--- config.mk ---
export PLATFORM = sky130hd
export DESIGN_NAME = w_writeback_stage
export DESIGN_NICKNAME = d
export VERILOG_FILES = /design/src/rtl/w_writeback_stage.sv
export SDC_FILE = /design/constraint.sdc
export NUM_CORES = 1
export LEC_CHECK = 0
export BUFFER_PORTS_ARGS = -buffer_cell sky130_fd_sc_hd__buf_2
export CAP_MARGIN = 40
export CORE_MARGIN = 8
export CORE_UTILIZATION = 35
export DETAILED_ROUTE_END_ITERATION = 12
export GPL_TIMING_DRIVEN = 0
export PLACE_DENSITY_LB_ADDON = 0.08
export SLEW_MARGIN = 25
export SYNTH_ARGS = -nofsm -noshare
export SYNTH_HDL_FRONTEND = slang
export SYNTH_SLANG_ARGS = --single-unit
--- constraint.sdc ---
create_clock -name clk -period 2.6 [get_ports clk]
set_input_delay 0.52 -clock clk [delete_from_list [all_inputs] [get_ports clk]]
set_output_delay 0.52 -clock clk [all_outputs]
set_load 0.05 [all_outputs]
--- src/rtl/w_writeback_stage.sv ---
// M/W pipeline register with load extension and writeback-data selection.
// Drives the GRF write port (also the W-stage forwarding source) and a retired-instruction counter.
module w_writeback_stage #(
    parameter logic [31:0] RESET_PC = 32'h0000_3000,
    parameter int          CNT_W    = 32
) (
    input  logic             clk,
    input  logic             reset,
    input  logic             stall_W,
    input  logic             flush_W,
    input  logic             RegWrite_M,
    input  logic [4:0]       A3_M,
    input  logic [1:0]       WDSel_M,
    input  logic [2:0]       LoadType_M,
    input  logic [31:0]      ALUOut_M,
    input  logic [31:0]      MemRD_M,
    input  logic [31:0]      PC_M,
    output logic             RegWrite_W,
    output logic [4:0]       A3_W,
    output logic [31:0]      WD_W,
    output logic [31:0]      PC_W,
    output logic [CNT_W-1:0] retired_cnt
);

    logic             rw_q, rw_d;
    logic [4:0]       a3_q, a3_d;
    logic [1:0]       wdsel_q, wdsel_d;
    logic [2:0]       ldtype_q, ldtype_d;
    logic [31:0]      alu_q, alu_d;
    logic [31:0]      mem_q, mem_d;
    logic [31:0]      pc_q, pc_d;
    logic             valid_q, valid_d;
    logic [CNT_W-1:0] retired_cnt_q, retired_cnt_d;

    // Flush outranks stall; a flush leaves the retired count alone.
    always_comb begin
        rw_d          = rw_q;
        a3_d          = a3_q;
        wdsel_d       = wdsel_q;
        ldtype_d      = ldtype_q;
        alu_d         = alu_q;
        mem_d         = mem_q;
        pc_d          = pc_q;
        valid_d       = valid_q;
        retired_cnt_d = retired_cnt_q;
        if (flush_W) begin
            rw_d     = 1'b0;
            a3_d     = 5'd0;
            wdsel_d  = 2'd0;
            ldtype_d = 3'd0;
            alu_d    = 32'd0;
            mem_d    = 32'd0;
            pc_d     = RESET_PC;
            valid_d  = 1'b0;
        end else if (!stall_W) begin
            rw_d          = RegWrite_M;
            a3_d          = A3_M;
            wdsel_d       = WDSel_M;
            ldtype_d      = LoadType_M;
            alu_d         = ALUOut_M;
            mem_d         = MemRD_M;
            pc_d          = PC_M;
            valid_d       = 1'b1;
            retired_cnt_d = retired_cnt_q + CNT_W'(1);
        end
    end

    always_ff @(posedge clk or negedge reset) begin
        if (!reset) begin
            rw_q          <= 1'b0;
            a3_q          <= 5'd0;
            wdsel_q       <= 2'd0;
            ldtype_q      <= 3'd0;
            alu_q         <= 32'd0;
            mem_q         <= 32'd0;
            pc_q          <= RESET_PC;
            valid_q       <= 1'b0;
            retired_cnt_q <= '0;
        end else begin
            rw_q          <= rw_d;
            a3_q          <= a3_d;
            wdsel_q       <= wdsel_d;
            ldtype_q      <= ldtype_d;
            alu_q         <= alu_d;
            mem_q         <= mem_d;
            pc_q          <= pc_d;
            valid_q       <= valid_d;
            retired_cnt_q <= retired_cnt_d;
        end
    end

    logic [7:0]  byte_sel;
    logic [15:0] half_sel;
    logic [31:0] load_ext;
    logic [31:0] wd_sel;

    // Halfword picks on off[1] only; unaligned off[0] is ignored.
    always_comb begin
        byte_sel = 8'd0;
        case (alu_q[1:0])
            2'd0:    byte_sel = mem_q[7:0];
            2'd1:    byte_sel = mem_q[15:8];
            2'd2:    byte_sel = mem_q[23:16];
            default: byte_sel = mem_q[31:24];
        endcase
        half_sel = alu_q[1] ? mem_q[31:16] : mem_q[15:0];

        load_ext = mem_q;
        case (ldtype_q)
            3'd1:    load_ext = {{24{byte_sel[7]}}, byte_sel};
            3'd2:    load_ext = {24'd0, byte_sel};
            3'd3:    load_ext = {{16{half_sel[15]}}, half_sel};
            3'd4:    load_ext = {16'd0, half_sel};
            default: load_ext = mem_q;
        endcase

        wd_sel = alu_q;
        case (wdsel_q)
            2'd1:    wd_sel = load_ext;
            2'd2:    wd_sel = pc_q + 32'd8;
            default: wd_sel = alu_q;
        endcase
    end

    assign RegWrite_W  = rw_q & valid_q & (a3_q != 5'd0);
    assign A3_W        = a3_q;
    assign WD_W        = valid_q ? wd_sel : 32'd0;
    assign PC_W        = pc_q;
    assign retired_cnt = retired_cnt_q;

endmodule
==> summary.txt <==
Synth
  – Per-instance average area after synthesis: 9.84 um^2
  – Async SR Flop Fraction: 100%
  – Number of synthesis warnings: 0
  – Register bit total from synthesis: 140
  – Synth top area share: 44.7%
  – Synth top area cells: dfrtp_1, mux2i_1, nor2_1
  – Number of cells produced by synthesis: 785
  – Top FF cell, synth: dfrtp_1
  – Post-synth EDFFs: 0
  – Cell Area, Synth: 7730 um^2
  – Syn nets: 900
  – Number of distinct library cells after synthesis: 58
  – Yosys top cell by area: dfrtp_1
  – Sequential area share after synthesis: 45.4%

Timing
  – Endpoints failing setup: 32
  – Final Max Tran Viols: 0
  – Final Cycle Share: 116%
  – Final Skew: 0.00701 ns
  – Fin. Hold Viols: 0
  – Fin crit period: 3.02 ns
  – Slew Limit Headroom: 45.3%
  – Setup ws final: -0.424 ns
  – Fmax: 331 MHz
  – Worst-margin pin slew: 0.821 ns
  – RSZ-0062 raised after global routing: true
  – Worst hold margin: 0.0929 ns

Final layout
  – Ratio of cells with drive above 1 in the final layout: 39.4%
  – Commonest non-fill, non-tap cell in the layout: buf_2
  – Ant diodes: 0
  – Final Util: 51.4%
  – Post-Layout Cell Count: 1353
  – Nets: 1175
  – Area Overhead vs Synth: 44.8%
  – Most frequent cells in the layout: buf_2, nor2_1, dfrtp_1, mux2i_1, nand2_1

Critical path
  – CP peak stage delay: 0.49 ns
  – Worst Path Max Fanout: 5
  – Slowest-stage cell, CP: mux4_2
  – CP arrival: 2.50 ns
  – Worst endpoint required time: 2.08 ns
  – CP Capture Type: output pin
  – CP Buf/Inv Count: 2
  – Top Family by Delay on Critical Path: compound AO/OA/AOI/OAI gates
  – CP Cell Sequence: mux4_2 > o32a_1 > o211ai_4 > or3_4 > buf_12 > o221ai_4 > buf_6
  – Crit path kind: register to output pin
  – CP Launch Type: register

GRT
  – Pin count of the biggest net entering global routing: 84
  – Grt ovf: 0
  – Antenna violations before repair: 0
  – Vias in the first global route: 7137
  – GR Util All Layers: 20.9%
  – First-pass GRT wire length: 42800 um

Route
  – Total routed wirelength: 28200 um
  – # DRC: 0
  – Routed vias: 6999
  – DRT Pass-1 Iters: 5
  – Initial DRC count: 505
  – Vias per std cell: 5.17
  – Final ANT Viol Nets: 0
  – WL/cell: 20.8 um

Power and ir drop
  – Power Dens Cells: 593 nW/um^2
  – Maximum VDD drop: 0.000372 V
  – Pleak: 5.39 nW

Run status
  – Outcome: finished, violations left
  – Violated checks: setup timing

Clocking
  – TritonCTS Sinks: 140
  – Clock transition at path regs: 0.07 ns
  – H-tree Lvls: 4
  – TritonCTS Buffers: 17
  – Worst skew pair latency: 0.43 ns
  – CTS root buf: clkbuf_16
  – CTS max path bufs: 2
  – CTS tree: built

Die
  – Core Box Area: 21800 um^2
  – Chip width: 165 um
  – Die Footprint: 27100 um^2
  – Starting Density: 35.5%
  – Top-Level Pins: 213
  – Die Y: 165 um
  – Standard-cell row count: 54

Place
  – RePlAce Congestion: 0.877
  – I/O Buffers: 211
  – Final HPWL from detailed placement: 21300 um
  – Placed cells: 1278

Worst hold path
  – Worst min path class: primary input to async pin

Run
  – MaxCap Viol Count: 0
report_power, final:
group / switching, W / total [W] / internal [W] / leakage [nW]
registers: 0.000193 / 0.00251 / 0.00232 / 1.82
logic: 0.000985 / 0.00155 / 0.000560 / 3.26
clock network: 0.00110 / 0.00257 / 0.00147 / 0.303
timing repair:
item / in CTS / in global routing
setup buffers: 29 / 17
hold buffers: 0 / 0
endpoints found under the hold margin: 0 / 0
pin swaps: 35 / 28
resized for setup: 157 / 45
cloned: 1 / 0
setup endpoints to repair: 33 / 33
worst reg2reg max path, cell delays in order (launching register included):
cell	delay, ns
dfrtp_1	0.44
ha_1	0.20
and4bb_2	0.26
nand4b_1	0.37
nand2b_1	0.37
nor3_1	0.21
xor2_1	0.16
registers in the layout, indices dropped and copies added (netlist names), 2 cells and up:
register	cells
A3_W	5
PC_W	32
alu_q	32
ldtype_q	3
mem_q	32
retired_cnt	32
wdsel_q	2
cell usage after synthesis (all sizes together), types with 8 or more instances:
master / number
a21oi: 19
a31oi: 8
and2: 8
buf: 19
clkbuf: 31
dfrtp: 138
inv: 12
mux2i: 109
nand2: 54
nand3: 21
nand4: 20
nor2: 141
nor3: 16
nor4: 8
o211ai: 8
o21ai: 19
o221ai: 15
xnor2: 28
xor2: 31
worst paths after layout:
kind / from / end / slack (ns) / cells past startpoint
setup / recovery: mem_q[23] / WD_W[24] / -0.42 / 7
hold / removal: reset / rw_q / 0.09 / 1
setup reg to reg: retired_cnt[0] / retired_cnt[22] / 0.54 / 6
hold reg to reg: retired_cnt[31] / retired_cnt[31] / 0.47 / 1
max in group asynchronous: reset / PC_W[8] / 1.73 / 2
min in group clk: PC_M[22] / PC_W[22] / 0.33 / 3
cell families (layout without fill, tap and decap cells):
family / Yosys count / after routing / synth area share, %
buf+inv: 62 / 350 / 3.42
mux: 116 / 116 / 15.4
xor+xnor: 59 / 59 / 6.69
fa+ha+maj: 4 / 4 / 0.648
compound gates: 105 / 105 / 10.5
simple gates: 299 / 299 / 17.9
flops: 140 / 140 / 45.4
cell type report:
class / instances / area, um^2
fillers: 2068 / 10600
clock buffers: 17 / 425
multi-input cells: 583 / 4620
repair buffers: 261 / 1730
clock inverters: 15 / 195
inverters: 12 / 45.0
well taps: 280 / 350
flip-flops and latches: 140 / 3520
plain buffers: 45 / 302
through the flow:
step                      setup slack [ns]  area [um^2]  TNS [ns]  power (W)
after global routing                -0.505        11200    -12.53    0.00692
after CTS                           -0.494        10900    -11.19    0.00664
after global placement               -1.44         9420   -172.13    0.00387
after floorplan                     -0.253         8010     -1.87    0.00340
final                               -0.424        11200    -10.27    0.00663
after detailed placement            -0.649         9470    -11.47    0.00388
per-layer routing:
layer	global-route usage [%]	part of all wire, %	vias to the layer above
met3	5.61	6.0	21
met2	34.3	49	226
li1	-	-	3347
met1	27.1	44	3405
met5	0	0	-
met4	4.38	1.2	0
Note: power is estimated with default switching activity, not from simulation.
